$ cat config.mk
export PLATFORM = sky130hd
export DESIGN_NAME = axi4_mem_port_arbiter
export DESIGN_NICKNAME = d
export VERILOG_FILES = /design/src/rtl/axi4_mem_port_arbiter.sv
export SDC_FILE = /design/constraint.sdc
export NUM_CORES = 1
export LEC_CHECK = 0
export ABC_AREA = 1
export ABC_CLOCK_PERIOD_IN_PS = 1900
export CAP_MARGIN = 20
export CELL_PAD_IN_SITES_DETAIL_PLACEMENT = 0
export CELL_PAD_IN_SITES_GLOBAL_PLACEMENT = 1
export CORE_ASPECT_RATIO = 1.5
export CORE_MARGIN = 2
export CORE_UTILIZATION = 11
export CTS_CLUSTER_SIZE = 24
export DETAILED_ROUTE_END_ITERATION = 8
export PLACE_DENSITY = 0.86
export SETUP_SLACK_MARGIN = 0.05
export SLEW_MARGIN = 20
export SYNTH_ARGS = -nofsm -noshare
export SYNTH_HDL_FRONTEND = slang
export SYNTH_SLANG_ARGS = --single-unit
export TNS_END_PERCENT = 20
$ cat constraint.sdc
create_clock -name ACLK -period 1.9 [get_ports ACLK]
set_input_delay 0.57 -clock ACLK [delete_from_list [all_inputs] [get_ports ACLK]]
set_output_delay 0.57 -clock ACLK [all_outputs]
set_load 0.01 [all_outputs]
$ cat src/rtl/axi4_mem_port_arbiter.sv
// Round-robin, burst-locked arbiter that shares one single-port memory between
// the AXI write-data engine (port 0) and the read-data engine (port 1).
module axi4_mem_port_arbiter #(
    parameter  int DATA_WIDTH   = 32,
    parameter  int MEMORY_DEPTH = 1024,
    localparam int ADDR_WIDTH   = $clog2(MEMORY_DEPTH)
) (
    input  logic                  ACLK,
    input  logic                  ARESETn,
    input  logic                  p0_req,
    input  logic                  p0_we,
    input  logic [ADDR_WIDTH-1:0] p0_addr,
    input  logic [DATA_WIDTH-1:0] p0_wdata,
    input  logic                  p0_last,
    output logic                  p0_gnt,
    output logic                  p0_rvalid,
    output logic [DATA_WIDTH-1:0] p0_rdata,
    input  logic                  p1_req,
    input  logic                  p1_we,
    input  logic [ADDR_WIDTH-1:0] p1_addr,
    input  logic [DATA_WIDTH-1:0] p1_wdata,
    input  logic                  p1_last,
    output logic                  p1_gnt,
    output logic                  p1_rvalid,
    output logic [DATA_WIDTH-1:0] p1_rdata,
    output logic                  mem_en,
    output logic                  mem_we,
    output logic [ADDR_WIDTH-1:0] mem_addr,
    output logic [DATA_WIDTH-1:0] mem_wdata,
    input  logic [DATA_WIDTH-1:0] mem_rdata
);

    typedef enum logic [1:0] {
        IDLE = 2'd0,
        OWN0 = 2'd1,
        OWN1 = 2'd2
    } state_t;

    state_t state_q;
    logic   rr_ptr_q;
    logic   rd_pend_q;
    logic   rd_tag_q;
    logic   acc0;
    logic   acc1;

    assign p0_gnt = (state_q == OWN0);
    assign p1_gnt = (state_q == OWN1);
    assign acc0   = p0_req & p0_gnt;
    assign acc1   = p1_req & p1_gnt;

    always_comb begin
        mem_en    = 1'b0;
        mem_we    = 1'b0;
        mem_addr  = '0;
        mem_wdata = '0;
        if (acc0) begin
            mem_en    = 1'b1;
            mem_we    = p0_we;
            mem_addr  = p0_addr;
            mem_wdata = p0_wdata;
        end else if (acc1) begin
            mem_en    = 1'b1;
            mem_we    = p1_we;
            mem_addr  = p1_addr;
            mem_wdata = p1_wdata;
        end
    end

    // Read data is routed by the tag captured at accept, not by current ownership.
    assign p0_rvalid = rd_pend_q & ~rd_tag_q;
    assign p1_rvalid = rd_pend_q &  rd_tag_q;
    assign p0_rdata  = p0_rvalid ? mem_rdata : '0;
    assign p1_rdata  = p1_rvalid ? mem_rdata : '0;

    always_ff @(posedge ACLK) begin
        if (!ARESETn) begin
            state_q   <= IDLE;
            rr_ptr_q  <= 1'b0;
            rd_pend_q <= 1'b0;
            rd_tag_q  <= 1'b0;
        end else begin
            rd_pend_q <= mem_en & ~mem_we;
            rd_tag_q  <= acc1;
            unique case (state_q)
                IDLE: begin
                    if (p0_req && p1_req) begin
                        state_q <= rr_ptr_q ? OWN1 : OWN0;
                    end else if (p0_req) begin
                        state_q <= OWN0;
                    end else if (p1_req) begin
                        state_q <= OWN1;
                    end
                end
                OWN0: begin
                    // Lock holds until the owner's last beat or the owner withdraws.
                    if (!p0_req || p0_last) begin
                        rr_ptr_q <= 1'b1;
                        state_q  <= p1_req ? OWN1 : IDLE;
                    end
                end
                OWN1: begin
                    if (!p1_req || p1_last) begin
                        rr_ptr_q <= 1'b0;
                        state_q  <= p0_req ? OWN0 : IDLE;
                    end
                end
                default: state_q <= IDLE;
            endcase
        end
    end

endmodule

==> metrics, run 1 <==
status finished with violations; failing checks negative setup slack; Synth cell types 14; post-route clock period utilization 104%; die height roughly 140 um; largest net degree at the start of global routing between 40 and 50; Post-DP HPWL approximately 7200 um; Via Count 2,970; dpl cells just under 700; WP data required between 1 and 1.5 ns; initial antenna violation count 0; Die ar. ~13,000 um2; type of origin of the critical path flop; mapped cell area 1360 um2; largest area contributor in the netlist nand3_1; DR iter-0 viols slightly above 60; Max Cap Violations 0; Starting Density between 10% and 20%; Synth area leaders nand3_1 (34%), nor2_1 (20%), nand2_1 (16%), inv_1 (11%), dfxtp_1 (7.4%); clk sinks 5; layout cells sized above 1 slightly below 40%; area grow syn2layout 215%; CTS Buffer Depth 2; Async SR Flop Fraction 0%; Synth top area share roughly 34%; Mean Syn Cell Area roughly 4.5 um2; DR WL/cell around 14 um; syn nets between 400 and 500; via/cell ratio 4.18; commonest cells in the netlist nand3_1 (92), nor2_1 (74), nand2_1 (58); Antenna diodes 0; Core ar. roughly 12,000 um2; Gate Count Post-Synth roughly 300; GPL Wtd Cong 0.687; worst hold slack between 0.4 and 0.5 ns; CP Data Arrival Time about 1.4 ns; Clk pin slew, worst setup/hold paths 0.03 ns; Num CTS Buffers 3; Slew HR ~83%; io pins approximately 240; DIE WIDTH around 95 um; DR pass1 iterations 4; antenna-violating nets left 0; Leakage between 2 and 2.5 nW; min Tclk post-route 1.97 ns; DRT Wirelength around 10000 um; Core Rows 49; H-tree levels 1; CTS tree done; worst slew pin tran between 0.2 and 0.25 ns; Tot GR Track Use 13.3%; ys flop type dfxtp_1; CP Capture Type output port; EDFF count, synth 0; post-synthesis sequential area ratio 7.36%; Design Power 0.00190 W; Post-layout nets just under 700; Layout Cells excl Fill just over 700; Seq cells post-synth 5; top-count cell post-synth nand3_1; Power Density between 400 and 500 nW/um2; first-pass GRT wire length ~14,000 um; drt drc 0; Ys Warns 0; Hold Buf Count CTS 0; Final Max Slew Viols 0; Final WS setup -0.0731 ns; count of final setup violators 31; Critical Path Fanout Max 4; GR Overflow Total 0; pre-CTS setup slack -0.502 ns; fmax around 510 MHz; RSZ-0062 raised after global routing yes; number of fill cells in the layout around 1,300; vias in the first global route 2,823; Clock Skew between 0.0009 and 0.001 ns; Peak VDD IR around 0.23 mV; CTS Root Cell clkbuf_16; port buffer count ~240; HP Class flop to flop; Setup CP Type flop to output port; Final Hold Fails 0; clk_lat worst skew around 0.22 ns
## worst paths after layout
path / cells after the start / slack [ns] / to / start
worst max-delay path: 8 / -0.07 / mem_wdata[3] / state_q[1]$_SDFFE_PN0P_
worst min-delay path: 2 / 0.49 / rr_ptr_q$_SDFFE_PN0P_ / rr_ptr_q$_SDFFE_PN0P_
worst max register to register: 11 / 0.34 / state_q[1]$_SDFFE_PN0P_ / state_q[0]$_SDFFE_PN0P_
worst min register to register: 2 / 0.49 / rr_ptr_q$_SDFFE_PN0P_ / rr_ptr_q$_SDFFE_PN0P_
## layout make-up
class                      instances  area [um2]  area share (%)
clock buffer                       4        78.8            1.84
tap                              153         191            4.47
timing repair buffer             279        2570            60.0
multi-input combinational        228        1180            27.5
inverter                          41         159            3.71
sequential                         5         108            2.51
## power breakdown
| group | internal [W] | switching, W |
|---|---|---|
| Combinational | 0.000796 | 0.000618 |
| Clock | 0.000278 | 0.0000664 |
| Sequential | 0.000123 | 0.0000189 |
## through the flow
step | cell area (um2) | TNS (ns) | utilization (%)
final | 4280 | -1.08 | 35.6
after global routing | 4280 | -4.01 | 35.6
after CTS | 4180 | -2.57 | 34.8
after detailed placement | 4010 | -42.05 | 33.3
after global placement | 4010 | -40.99 | 33.3
after floorplan | 1360 | 0 | -
## critical path: stages, from the launching register on
cell and delay, ns:
dfxtp_4 0.37, inv_4 0.04, nor2_4 0.11, buf_6 0.12
buf_8 0.12, clkbuf_16 0.15, nand3_2 0.05, nand2_1 0.08
buf_2 0.13
## state kept, by name, indices dropped and copies added, names as in the netlist
signal	cells
state_q	2
rd_pend_q	1
rr_ptr_q	1
rd_tag_q	1
## layer usage
layer	up-vias	wire length, um	track usage, %
li1	1449	-	-
met1	1306	3100	11.8
met2	199	5360	27.1
met3	16	1230	3.93
met4	0	211	4.42
met5	-	0	0
## logic make-up (layout without fill, tap and decap cells)
logic type | Yosys count | in the layout | synth area share [%]
buffers and inverters | 66 | 324 | 20.2
DFF | 5 | 5 | 7.36
and+or+nand+nor | 226 | 226 | 71.6
AOI/OAI and AO/OA | 2 | 2 | 0.828
## cell usage in the layout (no fill, tap or decap), types with 6 or more instances in the layout
| cell | synthesis | final |
|---|---|---|
| nand2_2 | 0 | 8 |
| nand3_1 | 92 | 66 |
| nor2_2 | 1 | 6 |
| buf_4 | 5 | 15 |
| clkdlybuf4s50_1 | 0 | 90 |
| nand2_1 | 58 | 49 |
| dlygate4sd2_1 | 0 | 16 |
| buf_2 | 7 | 91 |
| inv_2 | 2 | 14 |
| inv_1 | 39 | 25 |
| buf_8 | 0 | 7 |
| buf_6 | 0 | 18 |
| nor2_1 | 74 | 67 |
| buf_12 | 0 | 9 |
| nand3_2 | 0 | 25 |
| dlymetal6s2s_1 | 0 | 16 |
| buf_16 | 0 | 6 |
## repair_timing
item | 4_1_cts | 5_1_grt
pin swaps | 39 | 37
resized for setup | 499 | 64
setup buffers | 17 | 1
gates cloned | 7 | 1
endpoints found under the setup margin | 112 | 98
Power figures use the tool's default switching activity.
==> inputs of run 2 (changes only) <==
- CORE_ASPECT_RATIO: 1.5 -> default
- SKIP_CTS_REPAIR_TIMING: default -> 1
==> run 2 against run 1 <==
Effect of this change: critical endpoint is now mem_we; via count is the same; sequential share of layout area shrank 0.055 points; the flow still finishes with violations (negative setup slack); worst setup slack lost 0.028 ns; non-clock buffer count shrank 5; critical path type unchanged; total power shrank 4.4%.
==> metrics, run 2 (synthesized netlist as in run 1, its figures left out) <==
layout cells sized above 1 32.4% (was 39.5%); die height 115 um (was 140 um); dpl cells 698 (was 681); most common cell after layout, fill and taps aside clkdlybuf4s50_1 (was buf_2); GR Overflow Total 0 (unchanged); Core Rows 40 (was 49); Layout Cells excl Fill 720 (was 710); Worst setup endpoint mem_we (was mem_wdata[3]); CTS tree done (unchanged); port buffer count 235 (unchanged); count of final setup violators 42 (was 31); Max Cap Violations 0 (unchanged); Detail Route met2 WL 4950 um (was 5360 um); failing checks negative setup slack (unchanged); CP Data Arrival Time 1.43 ns (was 1.40 ns); fmax 500 MHz (was 507 MHz); CTS Buffer Depth 2 (unchanged); r2r worst-path depth 11 (unchanged); Peak VDD IR 0.197 mV (was 0.232 mV); final core occ 36.3% (was 35.6%); DR WL/cell 13.5 um (was 13.9 um); Tot GR Track Use 10.5% (was 13.3%); worst slew pin tran 0.204 ns (was 0.249 ns); Design Power 0.00182 W (was 0.00190 W); clk_lat worst skew 0.23 ns (was 0.22 ns); antenna-violating nets left 0 (unchanged); Antenna diodes 0 (unchanged); Slew HR 86.3% (was 83.4%); most frequent cells in the layout clkdlybuf4s50_1 (87), nand3_1 (78), buf_2 (67), nor2_1 (64), dlymetal6s2s_1 (64) (was buf_2 (91), clkdlybuf4s50_1 (90), nor2_1 (67), nand3_1 (66), nand2_1 (49)); drt drc 0 (unchanged); CP Capture Type output port (unchanged); RSZ-0062 raised after global routing yes (unchanged); Final Hold Fails 0 (unchanged); Post-layout nets 677 (was 682); DRT Wirelength 9730 um (was 9900 um); min Tclk post-route 2.00 ns (was 1.97 ns); Leakage 2.99 nW (was 2.42 nW); Final Max Slew Viols 0 (unchanged); DR iter-0 viols 81 (was 61); WP data required 1.33 ns (about the same); via/cell ratio 4.13 (was 4.18); DR top layer met4 (unchanged); H-tree levels 1 (unchanged); Post-DP HPWL 6630 um (was 7180 um); initial antenna violation count 0 (unchanged); Worst R2R End state_q[1]$_SDFFE_PN0P_ (unchanged); io pins 236 (unchanged); vias in the first global route 2,488 (was 2,823); share of power burned in registers 7.6% (was 7.5%); Clock Skew 0.00199 ns (was 0.000926 ns); net switching power 0.000677 W (was 0.000703 W); R2R Setup Slk 0.21 ns (was 0.34 ns); HP Class flop to flop (unchanged); pre-CTS setup slack -0.510 ns (was -0.502 ns); most frequent CP cell buf_4; area grow syn2layout 222% (was 215%); Setup CP Type flop to output port (unchanged); DIE WIDTH 115 um (was 94.8 um); GPL Wtd Cong 0.700 (was 0.687); CTS Root Cell clkbuf_16 (unchanged); CP max stage delay 0.34 ns (was 0.37 ns); internal power 0.00114 W (was 0.00120 W); DR pass1 iterations 4 (unchanged); post-route clock period utilization 105% (was 104%); M1 wire length 3520 um (was 3100 um); Via Count 2,970 (unchanged); Reg2Reg Launch Point state_q[0]$_SDFFE_PN0P_ (unchanged); Top reg by flops state_q (unchanged); worst hold slack 0.470 ns (was 0.485 ns); largest net degree at the start of global routing 42 (was 41); Critical Path Fanout Max 7 (was 4); Comb power frac 73.1% (was 74.4%); critical path startpoint state_q[0]$_SDFFE_PN0P_ (was state_q[1]$_SDFFE_PN0P_); crit path cell chain buf_4, nor2_4, buf_12, buf_8, buf_4, nand3_4, nand2_4, buf_6 (was inv_4, nor2_4, buf_6, buf_8, clkbuf_16, nand3_2, nand2_1, buf_2); Num CTS Buffers 3 (unchanged); sw frac 37.3% (was 37.0%); Crit-path slowest cell dfxtp_4 (unchanged); Starting Density 11.3% (about the same); number of fill cells in the layout 1,291 (was 1,303); Core ar. 12,100 um2 (was 12,000 um2); clk sinks 5 (unchanged); hold depth 2 (unchanged); Clk pin slew, worst setup/hold paths 0.03 ns (about the same); met3 wire len 1100 um (was 1230 um); type of origin of the critical path flop (unchanged); max FFs per register 2 (unchanged); Final WS setup -0.101 ns (was -0.0731 ns); Clk network pwr share 19.2% (was 18.1%); Power Density 415 nW/um2 (was 444 nW/um2); status finished with violations (unchanged); first-pass GRT wire length 11,300 um (was 13,900 um); Die ar. 13,300 um2 (about the same)
run 2: how the worst min path moves through the flow:
stage	startpoint	end	slack, ns
after floorplan	rr_ptr_q$_SDFFE_PN0P_	rr_ptr_q$_SDFFE_PN0P_	0.44
after global routing	rr_ptr_q$_SDFFE_PN0P_	rr_ptr_q$_SDFFE_PN0P_	0.48
after global placement	rr_ptr_q$_SDFFE_PN0P_	rr_ptr_q$_SDFFE_PN0P_	0.46
final	rr_ptr_q$_SDFFE_PN0P_	rr_ptr_q$_SDFFE_PN0P_	0.47
after CTS	rr_ptr_q$_SDFFE_PN0P_	rr_ptr_q$_SDFFE_PN0P_	0.47
after detailed placement	rr_ptr_q$_SDFFE_PN0P_	rr_ptr_q$_SDFFE_PN0P_	0.47
run 2: critical path: cells and delay by family, from the launching register on:
kind	cells	cell delay, ns
flops	1	0.34
simple gates	3	0.24
buf+inv	5	0.61
run 2: final cells by class:
class                      instances  area [um2]  area share (%)
tap                              168         210            4.80
clock buffer                       4        78.8            1.80
sequential                         5         108            2.46
multi-input combinational        228        1120            25.5
timing repair buffer             274        2710            61.8
inverter                          41         156            3.57
run 2: metrics by stage:
stage / setup TNS, ns / area [um2]
after global placement: -41.17 / 4050
final: -2.55 / 4380
after detailed placement: -41.99 / 4050
after global routing: -5.20 / 4380
after CTS: -45.45 / 4130
after floorplan: 0 / 1360
run 2: layer usage:
metal | GRT usage, % | vias to the layer above
li1 | - | 1436
met1 | 10.0 | 1328
met2 | 20.5 | 195
met3 | 4.38 | 11
met4 | 2.49 | 0
met5 | 0 | -
run 2: power by group through the flow:
stage | registers, W | logic [W] | clock network [W]
6_report | 0.000139 | 0.00133 | 0.000349
5_1_grt | 0.000140 | 0.00143 | 0.000360
4_1_cts | 0.000136 | 0.00112 | 0.000354
3_5_place_dp | 0.000136 | 0.00111 | 0
3_3_place_gp | 0.000137 | 0.00110 | 0
2_1_floorplan | 0.000133 | 0.000404 | 0
